`src/rtl/camera_stream_pkg.sv`:
```
// Shared types, colour constants and pattern encodings for the camera sensor emulator.
package camera_stream_pkg;

    localparam int unsigned PIXEL_W = 16;
    localparam int unsigned CTR_W   = 16;

    typedef enum logic [2:0] {
        StIdle,
        StVsync,
        StVback,
        StActive,
        StVfront
    } cam_state_e;

    localparam logic [1:0] PAT_SOLID = 2'd0;
    localparam logic [1:0] PAT_RAMP  = 2'd1;
    localparam logic [1:0] PAT_BARS  = 2'd2;
    localparam logic [1:0] PAT_COUNT = 2'd3;

    localparam logic [PIXEL_W-1:0] BAR_WHITE   = 16'hFFFF;
    localparam logic [PIXEL_W-1:0] BAR_YELLOW  = 16'hFFE0;
    localparam logic [PIXEL_W-1:0] BAR_CYAN    = 16'h07FF;
    localparam logic [PIXEL_W-1:0] BAR_GREEN   = 16'h07E0;
    localparam logic [PIXEL_W-1:0] BAR_MAGENTA = 16'hF81F;
    localparam logic [PIXEL_W-1:0] BAR_RED     = 16'hF800;
    localparam logic [PIXEL_W-1:0] BAR_BLUE    = 16'h001F;
    localparam logic [PIXEL_W-1:0] BAR_BLACK   = 16'h0000;

    function automatic logic [PIXEL_W-1:0] bar_colour(input logic [2:0] idx);
        logic [PIXEL_W-1:0] c;
        unique case (idx)
            3'd0:    c = BAR_WHITE;
            3'd1:    c = BAR_YELLOW;
            3'd2:    c = BAR_CYAN;
            3'd3:    c = BAR_GREEN;
            3'd4:    c = BAR_MAGENTA;
            3'd5:    c = BAR_RED;
            3'd6:    c = BAR_BLUE;
            default: c = BAR_BLACK;
        endcase
        return c;
    endfunction

endpackage

```
`src/rtl/camera_pattern_pixel.sv`:
```
// Combinational test-pattern generator: selects the RGB565 pixel and returns the byte
// currently on the wire (high byte first).
module camera_pattern_pixel
    import camera_stream_pkg::*;
(
    input  logic [1:0]         pattern_i,
    input  logic [8:0]         x_i,
    input  logic [2:0]         bar_i,
    input  logic [PIXEL_W-1:0] solid_i,
    input  logic [7:0]         byte_cnt_i,
    input  logic               byte_sel_i,
    output logic [7:0]         data_byte_o
);

    logic [PIXEL_W-1:0] pixel;
    logic               unused_x;

    assign unused_x = ^x_i[2:0];

    always_comb begin
        pixel = '0;
        unique case (pattern_i)
            PAT_SOLID: pixel = solid_i;
            PAT_RAMP:  pixel = {x_i[8:4], x_i[8:3], x_i[8:4]};
            PAT_BARS:  pixel = bar_colour(bar_i);
            PAT_COUNT: pixel = '0;
        endcase
    end

    always_comb begin
        if (pattern_i == PAT_COUNT) begin
            data_byte_o = byte_cnt_i;
        end else if (byte_sel_i) begin
            data_byte_o = pixel[7:0];
        end else begin
            data_byte_o = pixel[15:8];
        end
    end

endmodule

```
`src/rtl/camera_stream_gen.sv`:
```
// OV7670-style sensor emulator: free-running pclk plus href/vsync/data framing that
// advances only on pclk falling edges, so a receiver sees stable data on pclk rise.
module camera_stream_gen
    import camera_stream_pkg::*;
#(
    parameter int unsigned H_ACTIVE    = 640,
    parameter int unsigned V_ACTIVE    = 480,
    parameter int unsigned H_BLANK     = 144,
    parameter int unsigned VSYNC_LINES = 3,
    parameter int unsigned V_BACK      = 17,
    parameter int unsigned V_FRONT     = 10,
    parameter int unsigned PCLK_HALF   = 2
) (
    input  logic               clk_50,
    input  logic               reset,
    input  logic               enable,
    input  logic [1:0]         pattern_sel,
    input  logic [PIXEL_W-1:0] solid_color,
    output logic               camera_pclk,
    output logic               camera_href,
    output logic               camera_vsync,
    output logic [7:0]         camera_data,
    output logic               frame_done,
    output logic               busy
);

    localparam int unsigned LINE_TICKS = 2 * H_ACTIVE + H_BLANK;
    localparam int unsigned BAR_W      = H_ACTIVE / 8;

    logic [CTR_W-1:0] half_cnt_q;
    logic             pclk_q;
    logic             half_edge;
    logic             tick;

    cam_state_e         state_q, state_d;
    logic [CTR_W-1:0]   col_q, col_d;
    logic [CTR_W-1:0]   line_q, line_d;
    logic [2:0]         bar_q, bar_d;
    logic [CTR_W-1:0]   bar_px_q, bar_px_d;
    logic [7:0]         byte_cnt_q, byte_cnt_d;
    logic [1:0]         pattern_q, pattern_d;
    logic [PIXEL_W-1:0] solid_q, solid_d;
    logic               href_q, vsync_q, frame_done_q;
    logic [7:0]         data_q;

    logic [CTR_W-1:0]   state_lines;
    logic               eol, last_line, start, frame_end, href_d;
    logic [7:0]         data_byte;

    assign half_edge = (half_cnt_q == CTR_W'(PCLK_HALF - 1));
    // Framing advances only where pclk is about to fall.
    assign tick      = half_edge && pclk_q;

    always_ff @(posedge clk_50 or posedge reset) begin
        if (reset) begin
            half_cnt_q <= '0;
            pclk_q     <= 1'b0;
        end else if (half_edge) begin
            half_cnt_q <= '0;
            pclk_q     <= ~pclk_q;
        end else begin
            half_cnt_q <= half_cnt_q + 1'b1;
        end
    end

    always_comb begin
        case (state_q)
            StVsync:  state_lines = CTR_W'(VSYNC_LINES);
            StVback:  state_lines = CTR_W'(V_BACK);
            StActive: state_lines = CTR_W'(V_ACTIVE);
            StVfront: state_lines = CTR_W'(V_FRONT);
            default:  state_lines = '0;
        endcase
    end

    assign eol       = (col_q == CTR_W'(LINE_TICKS - 1));
    assign last_line = (line_q == state_lines - 1'b1);

    always_comb begin
        state_d   = state_q;
        col_d     = col_q;
        line_d    = line_q;
        pattern_d = pattern_q;
        solid_d   = solid_q;
        start     = 1'b0;
        frame_end = 1'b0;
        if (state_q == StIdle) begin
            col_d  = '0;
            line_d = '0;
            start  = enable;
        end else begin
            col_d = eol ? '0 : col_q + 1'b1;
            if (eol) begin
                if (last_line) begin
                    line_d = '0;
                    case (state_q)
                        StVsync:  state_d = StVback;
                        StVback:  state_d = StActive;
                        StActive: state_d = StVfront;
                        StVfront: begin
                            frame_end = 1'b1;
                            start     = enable;
                            state_d   = StIdle;
                        end
                        default:  state_d = StIdle;
                    endcase
                end else begin
                    line_d = line_q + 1'b1;
                end
            end
        end
        // Inputs are sampled only at frame start and held for the whole frame.
        if (start) begin
            state_d   = StVsync;
            col_d     = '0;
            line_d    = '0;
            pattern_d = pattern_sel;
            solid_d   = solid_color;
        end
    end

    assign href_d = (state_d == StActive) && (col_d < CTR_W'(2 * H_ACTIVE));

    // Bar index steps every BAR_W pixels without dividing the column.
    always_comb begin
        bar_d    = bar_q;
        bar_px_d = bar_px_q;
        if (col_d == '0) begin
            bar_d    = '0;
            bar_px_d = '0;
        end else if (!col_d[0]) begin
            if (bar_px_q == CTR_W'(BAR_W - 1)) begin
                bar_px_d = '0;
                bar_d    = bar_q + 1'b1;
            end else begin
                bar_px_d = bar_px_q + 1'b1;
            end
        end
    end

    always_comb begin
        byte_cnt_d = byte_cnt_q;
        if (start) begin
            byte_cnt_d = '0;
        end else if (href_d) begin
            byte_cnt_d = byte_cnt_q + 1'b1;
        end
    end

    camera_pattern_pixel u_pattern (
        .pattern_i   (pattern_d),
        .x_i         (col_d[9:1]),
        .bar_i       (bar_d),
        .solid_i     (solid_d),
        .byte_cnt_i  (byte_cnt_q),
        .byte_sel_i  (col_d[0]),
        .data_byte_o (data_byte)
    );

    always_ff @(posedge clk_50 or posedge reset) begin
        if (reset) begin
            state_q      <= StIdle;
            col_q        <= '0;
            line_q       <= '0;
            bar_q        <= '0;
            bar_px_q     <= '0;
            byte_cnt_q   <= '0;
            pattern_q    <= '0;
            solid_q      <= '0;
            href_q       <= 1'b0;
            vsync_q      <= 1'b0;
            data_q       <= '0;
            frame_done_q <= 1'b0;
        end else begin
            frame_done_q <= 1'b0;
            if (tick) begin
                state_q      <= state_d;
                col_q        <= col_d;
                line_q       <= line_d;
                bar_q        <= bar_d;
                bar_px_q     <= bar_px_d;
                byte_cnt_q   <= byte_cnt_d;
                pattern_q    <= pattern_d;
                solid_q      <= solid_d;
                href_q       <= href_d;
                vsync_q      <= (state_d == StVsync);
                data_q       <= href_d ? data_byte : 8'h00;
                frame_done_q <= frame_end;
            end
        end
    end

    assign camera_pclk  = pclk_q;
    assign camera_href  = href_q;
    assign camera_vsync = vsync_q;
    assign camera_data  = data_q;
    assign frame_done   = frame_done_q;
    assign busy         = (state_q != StIdle);

endmodule

```
`config.mk`:
```
export PLATFORM = sky130hd
export DESIGN_NAME = camera_stream_gen
export DESIGN_NICKNAME = d
export VERILOG_FILES = /design/src/rtl/camera_stream_pkg.sv /design/src/rtl/camera_pattern_pixel.sv /design/src/rtl/camera_stream_gen.sv
export SDC_FILE = /design/constraint.sdc
export NUM_CORES = 1
export LEC_CHECK = 0
export ABC_AREA = 1
export CAP_MARGIN = 15
export CELL_PAD_IN_SITES_DETAIL_PLACEMENT = 1
export CELL_PAD_IN_SITES_GLOBAL_PLACEMENT = 1
export CORE_MARGIN = 5
export CORE_UTILIZATION = 40
export CTS_CLUSTER_SIZE = 10
export DETAILED_ROUTE_END_ITERATION = 8
export PLACE_DENSITY = 0.73
export SKIP_CTS_REPAIR_TIMING = 1
export SYNTH_ARGS = -nofsm -noshare
export SYNTH_HDL_FRONTEND = slang
export SYNTH_SLANG_ARGS = --single-unit
```
`constraint.sdc`:
```
create_clock -name clk_50 -period 4.2 [get_ports clk_50]
set_input_delay 0.63 -clock clk_50 [delete_from_list [all_inputs] [get_ports clk_50]]
set_output_delay 0.63 -clock clk_50 [all_outputs]
set_load 0.1 [all_outputs]
```
* Word-level counts from Yosys, hierarchy flattened
Index checks and enable logic that the tools add are counted.
** Word-level totals
- Register bits after elaboration :: 108
- Input bits :: 21
- Output and inout bits :: 13
- Word-level logic and storage cells :: 93
** Operators by class
- Reductions and logical operators :: 12
- Order comparisons :: 1
- Bitwise operators :: 1
- Eq/ne operators :: 20
- Muxes and demuxes :: 38
- Add/subtract/negate cells :: 7
** Operator list (count)
- 16-bit two-way mux :: 12
- 16-bit case mux with 7 select lines :: 1
- 16-bit by 1-bit adder with 16-bit output (second input constant) :: 4
- 16-bit case mux with 3 select lines :: 1
- 8-bit two-way mux :: 5
- 9-bit case mux with 4 select lines :: 1
- 3-bit two-way mux :: 7
- 16-bit by 1-bit == test with 1-bit output (second input constant) :: 1
- 16-bit by 11-bit == test with 1-bit output (second input constant) :: 1
- 16-bit == test :: 1
- 16-bit by 7-bit == test with 1-bit output (second input constant) :: 1
- 16-bit logical NOT :: 1
- 16-bit by 11-bit < comparator with 1-bit output (second input constant) :: 1
- 16-bit by 1-bit subtractor with 16-bit output (second input constant) :: 1
- 3-bit by 2-bit == test with 1-bit output (second input constant) :: 5
- 3-bit == test (second input constant) :: 4
- 3-bit by 1-bit == test with 1-bit output (second input constant) :: 3
- 1-bit two-way mux :: 9
- 3-bit case mux with 3 select lines :: 1
- 8-bit by 1-bit adder with 8-bit output (second input constant) :: 1
- 3-bit logical NOT :: 2
- 2-bit AND reduction :: 3
- 3-bit nonzero test :: 2
- 2-bit == test (second input constant) :: 2
- 8 further kinds :: 9

* Logic depth before layout (Yosys ltp)
Gate-level depths: netlist of the first run.
- Word-level depth :: 16
- Gate-level depth with buffers :: 34
- Mapped depth without buffers :: 32

* Cells and area by module
From an unflattened synthesis of the first run, not the netlist that was laid out.
** Unflattened totals
- Cells, all modules :: 1024
- Area, all modules :: 7034.2 µm²
** Modules (own cells, without submodules)
- camera_stream_gen :: cells each 903, area each 6473.7 µm², times used 1, sequential area each 2702.6 µm²
- camera_pattern_pixel :: cells each 121, area each 560.5 µm², times used 1, sequential area each 0.0 µm²

* Least setup slack after synthesis of the first run
No wires, ideal clock.
- Path kind :: register -> register
- Start point :: register state_q[0]
- End point :: register data_q[0], in the netlist camera_data[0]
- Path slack :: 0.001 ns
- Cell stages (with the launch flop) :: 32
- Arrival time :: 4.079 ns
- Period minus slack after synthesis :: 4.199 ns
- Library setup time :: 0.120 ns
- Buffers on the path :: 4
- Required time :: 4.080 ns
- Cell sequence :: dfrtp_1 > buf_2 > nor2_1 > nand2_2 > nand2_1 > inv_1 > ha_1 > nand2_1 > nor2_1 > ha_1 > o21ai_0 > nor2_1 > nand3_1 > nor2_1 > nand3_2 > nor2_4 > nand3_2 > nand2_4 > nand2_2 > inv_2 > buf_2 > or2_2 > o21ai_2 > inv_1 > ha_1 > clkbuf_1 > clkbuf_1 > nand3_1 > nand3_1 > nand3_1 > nand2_1 > nand2_1
** Between the ends
- Elaborated cells on any way between the ends :: 43
- Those cells by class :: 1 x add/sub; 1 x order compare; 15 x eq/ne; 21 x mux; 5 x reduce/logical
** RTL lines
- from (decl) :: RTL line camera_stream_gen.sv:35 : cam_state_e state_q, state_d;
- from (signal assigned) :: RTL line camera_stream_gen.sv:162 : state_q <= StIdle;
- from (signal assigned) :: RTL line camera_stream_gen.sv:177 : state_q <= state_d;
- 3-bit == test (tied with other cells) :: RTL line camera_stream_gen.sv:67, camera_stream_gen.sv:96
- 9-bit case mux with 4 select lines :: RTL line camera_stream_gen.sv:67 : case (state_q)
- 16-bit by 1-bit subtractor with 16-bit output :: RTL line camera_stream_gen.sv:77 : assign last_line = (line_q == state_lines - 1'b1);
- 16-bit == test :: RTL line camera_stream_gen.sv:77
- 1-bit two-way mux :: RTL line camera_stream_gen.sv:94 : if (last_line) begin
- 1-bit two-way mux :: RTL line camera_stream_gen.sv:93 : if (eol) begin
- 1-bit two-way mux * :: RTL line camera_stream_gen.sv:87 : if (state_q == StIdle) begin
- 2-bit two-way mux * :: RTL line camera_stream_gen.sv:113 : if (start) begin
- named net pattern_d[1] :: RTL line camera_stream_gen.sv:41 : logic [1:0] pattern_q, pattern_d;
- 2-bit == test (tied with other cells) :: RTL line camera_pattern_pixel.sv:22 : unique case (pattern_i)
- 16-bit case mux with 3 select lines :: RTL line camera_pattern_pixel.sv:22
- 8-bit two-way mux :: RTL line camera_pattern_pixel.sv:33 : end else if (byte_sel_i) begin
- 8-bit two-way mux * :: RTL line camera_pattern_pixel.sv:31 : if (pattern_i == PAT_COUNT) begin
- 8-bit two-way mux * :: RTL line camera_stream_gen.sv:187 : data_q <= href_d ? data_byte : 8'h00;
- to (signal assigned) :: RTL line camera_stream_gen.sv:187
- to (decl) :: RTL line camera_stream_gen.sv:44 : logic [7:0] data_q;
The timed path passes the listed nets; every way through them passes the cells marked *.
A chain may end at the register's enable or synchronous reset.

* Final worst setup path of the first run
- Start point :: register state_q[2]
- End point :: register data_q[2], in the netlist camera_data[2]
The elaborated chain is that of the path after synthesis.

==> flow_summary.yaml, run 1 <==
status:
  outcome: "finished clean"
setup_path:
  timing.critical_path.to_type: "register"
  worst_ep_required_time_ps: 4450
  startpoint_type_of_the_worst_setup_path: "register"
  slowest_stage: "sky130_fd_sc_hd__dfrtp_2"
  path_class: "reg -> reg"
  r2r-end: "camera_data[2]"
  arrival_ps: 4090
  worst_path_dominant_cell_family: "simple AND/OR/NAND/NOR gates"
  reg2reg_slack_ps: 360
  rr_worst_depth: 27
  max_stage_delay_ps: 460
  crit-reg2reg-launch: "state_q[2]"
  worstPathBufferInverterCount: 4
  crit_fanout: 11
  critPathLaunch: "state_q[2]"
timing:
  period_needed_ps: 3840
  total_negative_slack_for_setup_checks_ps: 0
  min_period_over_period_pct: 91.3
  hold_viol_final: 0
  maxClockFrequency_ghz: 0.261
  report.final.slew_viol_count: 0
  clock-skew-final_ps: 9.70
  worst_hold_slack_ps: 486
  rsz0062_at_grt: "no"
  finalSetupViolations: 0
  timing.max_slew.rel_slack_pct: 34.2
  final_critical_path_setup_slack_ps: 365
  worst-slew-pin-transition_ps: 984
routing:
  vias: 6502
  drc: 0
  routed_wirelength_um: 19900
  routed_via_density: 5.23
  wire_per_inst_um: 16.0
  route.met3.wl_um: 457
  drt-pass1-iter-count: 4
  highest-signal-layer: "met4"
  drt-met1-wl_um: 9720
  met2WireLength_um: 9570
  antenna_violating_nets_post_route: 0
  drt_first_iter_violations: 345
pwr:
  design_power_total_uw: 2010
  total_leakage_power_uw: 0.00386
  power_density_mw_per_mm2: 251
  max-vdd-ir-drop_mv: 0.164
floorplan:
  io_pins: 34
  floorplan.die.height_um: 142
  initial_utilization_pct: 40.5
  count_of_standard_cell_rows: 48
  die_span_in_x_um: 142
  die_area_mm2: 0.0201
  core_area_mm2: 0.0172
final_layout:
  n_fill_cell: 2234
  layout_common_cells: "sky130_fd_sc_hd__nand2_1 (240), sky130_fd_sc_hd__inv_1 (129), sky130_fd_sc_hd__nand3_1 (119)"
  flow.area_growth_from_synthesis_pct: 15.2
  antenna_cells_inserted: 0
  share_of_final_layout_standard_cells_stronger_than_drive_strength_1_pct: 11.3
  layout_commonest_cell: "sky130_fd_sc_hd__nand2_1"
  fin_nets: 1051
  finalCoreUtilization_pct: 46.7
  area.sequential_mm2: 0.00271
  area_of_the_multi_input_gates_mm2: 0.00369
global_routing:
  overflow: 0
  grt_antenna_before_repair: 0
  grt_max_degree: 57
  grt_pass1_vias: 6591
  global_route.usage.total_pct: 20.4
  grt_pass1_wl_um: 33500
synth:
  postSynthCellCount: 978
  netlist_area_mm2: 0.00696
  synth.lib_cells_used.distinct: 42
  synth_ff_type: "sky130_fd_sc_hd__dfrtp_1"
  number_of_enable_type_register_cells_in_the_synthesized_netlist: 0
  asyncSetResetFlopFracSynth_pct: 100
  yosysSeqAreaShare_pct: 38.8
  synth_top_area_cell: "sky130_fd_sc_hd__dfrtp_1"
  post-synth-top-area-fraction_pct: 38.8
  synth_warnings: 0
  post_synth.cell_area_avg_um2: 7.12
  postSynthRegisterBits: 108
  post_synth_main_area_contributors: "sky130_fd_sc_hd__dfrtp_1 (39%), sky130_fd_sc_hd__nand2_1 (13%), sky130_fd_sc_hd__nand3_1 (8.7%)"
  synthesized_netlist_net_count: 1014
min_path:
  hold_path_class: "reg -> reg"
  worstHoldStart: "camera_data[2]"
  worst_hold_path.num_cells: 2
  min_to: "camera_data[2]"
clocking:
  cts_max_level: 3
  clock-root-buffer: "sky130_fd_sc_hd__clkbuf_16"
  insertion_delay_to_the_later_sink_of_the_worst_skew_pair_ps: 360
  cts_num_sinks: 108
  tritoncts: "built"
  clk_path_buf_depth: 2
  numCtsBuffers: 9
  worst_setup_hold_path_clk_slew_ps: 70
place:
  routabilityCongestion: 0.896
  place_hpwl_um: 14800
  dp_slack_ps: 85.2
  io_port_bufs: 33
job:
  cap_viol_max_count: 0
==> worst reg2reg max path, stage by stage (launching register included) <==
cell and delay, ps:
sky130_fd_sc_hd__dfrtp_2 460, sky130_fd_sc_hd__inv_4 100, sky130_fd_sc_hd__buf_4 110, sky130_fd_sc_hd__nand3_2 200, sky130_fd_sc_hd__nand2_4 190, sky130_fd_sc_hd__nor2_1 70
sky130_fd_sc_hd__ha_1 330, sky130_fd_sc_hd__nand2_2 80, sky130_fd_sc_hd__o21ai_0 80, sky130_fd_sc_hd__nor2_1 100, sky130_fd_sc_hd__nand3_1 120, sky130_fd_sc_hd__nor2_2 140
sky130_fd_sc_hd__nand3_2 90, sky130_fd_sc_hd__nor2_4 160, sky130_fd_sc_hd__nand3_2 120, sky130_fd_sc_hd__nand2_4 90, sky130_fd_sc_hd__nand2_4 90, sky130_fd_sc_hd__inv_4 70
sky130_fd_sc_hd__or2_2 120, sky130_fd_sc_hd__o21ai_4 70, sky130_fd_sc_hd__inv_2 80, sky130_fd_sc_hd__ha_4 230, sky130_fd_sc_hd__a21oi_1 220, sky130_fd_sc_hd__nand2_1 100
sky130_fd_sc_hd__nand3_1 120, sky130_fd_sc_hd__nand3_1 90, sky130_fd_sc_hd__nand2_1 70, sky130_fd_sc_hd__nand2_1 50
==> flip-flops by register name, indices dropped and copies added, names as in the netlist <==
signal / cells
bar_px_q: 16
bar_q: 3
byte_cnt_q: 8
camera_data: 8
camera_href: 1
camera_pclk: 1
camera_vsync: 1
col_q: 16
frame_done: 1
half_cnt_q: 16
line_q: 16
pattern_q: 2
solid_q: 16
state_q: 3
==> Yosys cell counts, types with 8 or more instances <==
cell,number
sky130_fd_sc_hd__buf_2,8
sky130_fd_sc_hd__nor2_1,97
sky130_fd_sc_hd__or2_2,10
sky130_fd_sc_hd__nor3_1,20
sky130_fd_sc_hd__o21ai_2,10
sky130_fd_sc_hd__nand3_1,121
sky130_fd_sc_hd__a21oi_1,26
sky130_fd_sc_hd__mux2_4,10
sky130_fd_sc_hd__dfrtp_1,108
sky130_fd_sc_hd__inv_1,135
sky130_fd_sc_hd__o21ai_0,55
sky130_fd_sc_hd__xor2_1,15
sky130_fd_sc_hd__nand2_1,243
sky130_fd_sc_hd__nand4_1,25
sky130_fd_sc_hd__ha_1,15
sky130_fd_sc_hd__clkbuf_1,15
==> layout make-up <==
type | count | share of cell area [%]
sequential | 108 | 33.7
clock inverter | 4 | 0.718
tap | 225 | 3.51
clock buffer | 11 | 3.15
multi-input combinational | 703 | 46.0
inverter | 142 | 6.79
timing repair buffer | 51 | 6.11
==> metal layers <==
metal	GRT usage [%]	vias to the layer above
met1	28.8	3195
met4	3.23	0
met2	33.8	47
met5	0	-
li1	-	3252
met3	3.53	8
==> cells by family after synthesis <==
group	synth area share, %
DFF	38.8
buffers and inverters	9.36
AOI/OAI and AO/OA	9.67
muxes	2.96
adders and majority gates	2.70
and+or+nand+nor	34.4
xor gates and xnor gates	2.14
==> report_power, final <==
part | internal, uW | total [uW] | leakage [uW] | switching [uW]
sequential | 1040 | 1040 | 0.00144 | 0
combinational | 19.5 | 50.7 | 0.00227 | 31.2
clock | 499 | 924 | 0.000150 | 426
total | 1560 | 2010 | 0.00386 | 457
==> worst max path at each step <==
| stage | to | slack [ps] | cells after the start |
|---|---|---|---|
| 2_1_floorplan | camera_data[0] | 1 | 31 |
| 3_3_place_gp | camera_data[7] | 180 | 31 |
| 3_5_place_dp | camera_data[7] | 90 | 30 |
| 4_1_cts | camera_data[7] | 20 | 30 |
| 5_1_grt | camera_data[2] | 50 | 29 |
| 6_report | camera_data[2] | 360 | 27 |
==> through the flow <==
stage	cells	area (um2)
final	1244	8020
after global routing	1244	8020
after CTS	1238	7870
after detailed placement	1223	7560
after global placement	1223	7560
after floorplan	978	6960
Note: power is estimated with default switching activity, not from simulation.
==> run 2: changes to the inputs <==
--- a/config.mk
+++ b/config.mk
@@ -6,13 +6,14 @@
 export NUM_CORES = 1
 export LEC_CHECK = 0
 export ABC_AREA = 1
-export CAP_MARGIN = 15
+export CAP_MARGIN = 20
 export CELL_PAD_IN_SITES_DETAIL_PLACEMENT = 1
 export CELL_PAD_IN_SITES_GLOBAL_PLACEMENT = 1
 export CORE_MARGIN = 5
 export CORE_UTILIZATION = 40
 export CTS_CLUSTER_SIZE = 10
 export DETAILED_ROUTE_END_ITERATION = 8
+export GPL_ROUTABILITY_DRIVEN = 0
 export PLACE_DENSITY = 0.73
 export SKIP_CTS_REPAIR_TIMING = 1
 export SYNTH_ARGS = -nofsm -noshare
==> results of run 2 <==
Same layout as run 1: the final DEF is identical, and so are final timing and power.
==> run 3: changes to the inputs <==
--- a/config.mk
+++ b/config.mk
@@ -10,11 +10,11 @@
 export CELL_PAD_IN_SITES_DETAIL_PLACEMENT = 1
 export CELL_PAD_IN_SITES_GLOBAL_PLACEMENT = 1
 export CORE_MARGIN = 5
-export CORE_UTILIZATION = 40
+export CORE_UTILIZATION = 35
 export CTS_CLUSTER_SIZE = 10
 export DETAILED_ROUTE_END_ITERATION = 8
 export GPL_ROUTABILITY_DRIVEN = 0
-export PLACE_DENSITY = 0.73
+export PLACE_DENSITY = 0.65
 export SKIP_CTS_REPAIR_TIMING = 1
 export SYNTH_ARGS = -nofsm -noshare
 export SYNTH_HDL_FRONTEND = slang
==> run 3 against run 2 <==
Register-to-register slack improved by 30 ps. Count of clock-buffer cells in the layout down 2. Clock power is 2.8% higher. Fmax grew 0.67%. Total power increased by 1.2%. Largest power group unchanged. Combinational power decreased by 2%. Final area about the same. Highest routed layer unchanged. Cell count grew 3.3%.
==> flow_summary.yaml, run 3 (same netlist as run 1, synthesis figures left out) <==
clocking:
  tritoncts: "built"
  insertion_delay_to_the_later_sink_of_the_worst_skew_pair_ps: 360
  cts_num_sinks: 108
  clock-root-buffer: "sky130_fd_sc_hd__clkbuf_16"
  worst_setup_hold_path_clk_slew_ps: 80
  cts_max_level: 3
  numCtsBuffers: 9
  clk_path_buf_depth: 2
min_path:
  min_to: "camera_href"
  worst_hold_path.num_cells: 2
  hold_path_class: "reg -> reg"
  worstHoldStart: "camera_href"
setup_path:
  timing.critical_path.to_type: "register"
  path_class: "reg -> reg"
  path_common_cell: "sky130_fd_sc_hd__nand2_1"
  rr_worst_depth: 31
  crit_fanout: 7
  slowest_stage: "sky130_fd_sc_hd__dfrtp_2"
  reg2reg_slack_ps: 390
  worst_ep_required_time_ps: 4460
  arrival_ps: 4070
  max_stage_delay_ps: 460
  startpoint_type_of_the_worst_setup_path: "register"
  r2r-end: "camera_data[0]"
  crit-reg2reg-launch: "state_q[0]"
final_layout:
  share_of_final_layout_standard_cells_stronger_than_drive_strength_1_pct: 10.6
  antenna_cells_inserted: 0
  finalCoreUtilization_pct: 41.1
  flow.area_growth_from_synthesis_pct: 15.3
  layout_commonest_cell: "sky130_fd_sc_hd__nand2_1"
  n_fill_cell: 2570
  fin_nets: 1051
  layout_common_cells: "sky130_fd_sc_hd__nand2_1 (241), sky130_fd_sc_hd__inv_1 (132), sky130_fd_sc_hd__nand3_1 (120)"
pwr:
  max-vdd-ir-drop_mv: 0.208
  total_leakage_power_uw: 0.00389
  power_density_mw_per_mm2: 254
routing:
  routed_via_density: 5.04
  wire_per_inst_um: 15.5
  routed_wirelength_um: 19900
  vias: 6478
  drt_first_iter_violations: 372
  drc: 0
  drt-pass1-iter-count: 4
  antenna_violating_nets_post_route: 0
timing:
  clock-skew-final_ps: 7.55
  total_negative_slack_for_setup_checks_ps: 0
  period_needed_ps: 3810
  timing.max_slew.rel_slack_pct: 33.6
  min_period_over_period_pct: 90.7
  maxClockFrequency_ghz: 0.262
  report.final.slew_viol_count: 0
  worst-slew-pin-transition_ps: 992
  hold_viol_final: 0
  finalSetupViolations: 0
global_routing:
  grt_antenna_before_repair: 0
  grt_max_degree: 60
  global_route.usage.total_pct: 18.5
  grt_pass1_wl_um: 33800
  grt_pass1_vias: 6688
  overflow: 0
status:
  outcome: "finished clean"
floorplan:
  floorplan.die.height_um: 151
  io_pins: 34
  initial_utilization_pct: 35.7
  count_of_standard_cell_rows: 51
  die_span_in_x_um: 151
  die_area_mm2: 0.0228
  core_area_mm2: 0.0195
place:
  io_port_bufs: 33
  place_hpwl_um: 15300
job:
  cap_viol_max_count: 0
run 3: changes by cell type in the layout (fill, tap and decap cells not counted), moves of 3 or more:
cell and change:
sky130_fd_sc_hd__inv_1 +3, sky130_fd_sc_hd__inv_6 +3, sky130_fd_sc_hd__nor2_1 +4, sky130_fd_sc_hd__nor2_2 -5
run 3: power breakdown:
group          switching, uW  total [uW]  leakage [uW]  internal, uW
combinational           30.4        49.9       0.00229          19.5
clock                    464         950      0.000158           485
sequential                 0        1040       0.00144          1040
run 3: critical path: cells and delay by family (launching register included):
kind,cells,cell delay [ps]
AO/OA/AOI/OAI,3,210
adder cells (fa/ha/maj),3,820
buffers and inverters,5,430
flip-flops,1,460
AND/OR/NAND/NOR,20,1780
run 3: cell type report:
cell class                 instances  area, um2  share of cell area, %
inverter                         142        536                   6.67
clock inverter                     7        100                   1.25
sequential                       108       2710                   33.7
multi-input combinational        703       3640                   45.4
timing repair buffer              51        482                   6.00
clock buffer                       9        225                   2.81
tap                              265        332                   4.13
run 3: how the worst max path moves through the flow:
stage                    start              to  slack (ps)
finish              state_q[0]  camera_data[0]         390
global route        state_q[1]  camera_data[6]         -20
CTS                 state_q[1]  camera_data[0]         150
detailed placement  state_q[1]  camera_data[0]         170
global placement    state_q[1]  camera_data[2]         290
floorplan           state_q[0]  camera_data[0]           1
run 3: metal layers:
layer	track usage (%)	share of wire (%)	vias to the layer above
met3	2.33	2.4	11
met2	30.2	47	61
met1	26.2	50	3154
li1	-	-	3252
met5	0	0	-
met4	4.03	0.94	0
run 3: through the flow:
step,setup slack [ps],power (uW),cell area [um2],std cells,hold WS [ps]
after floorplan,0.975,1080,6960,978,451
after global placement,291,1110,7630,1265,464
after detailed placement,169,1110,7630,1265,470
after CTS,146,2080,7950,1281,491
after global routing,-18.6,2110,8030,1285,514
final,390,2040,8030,1285,486
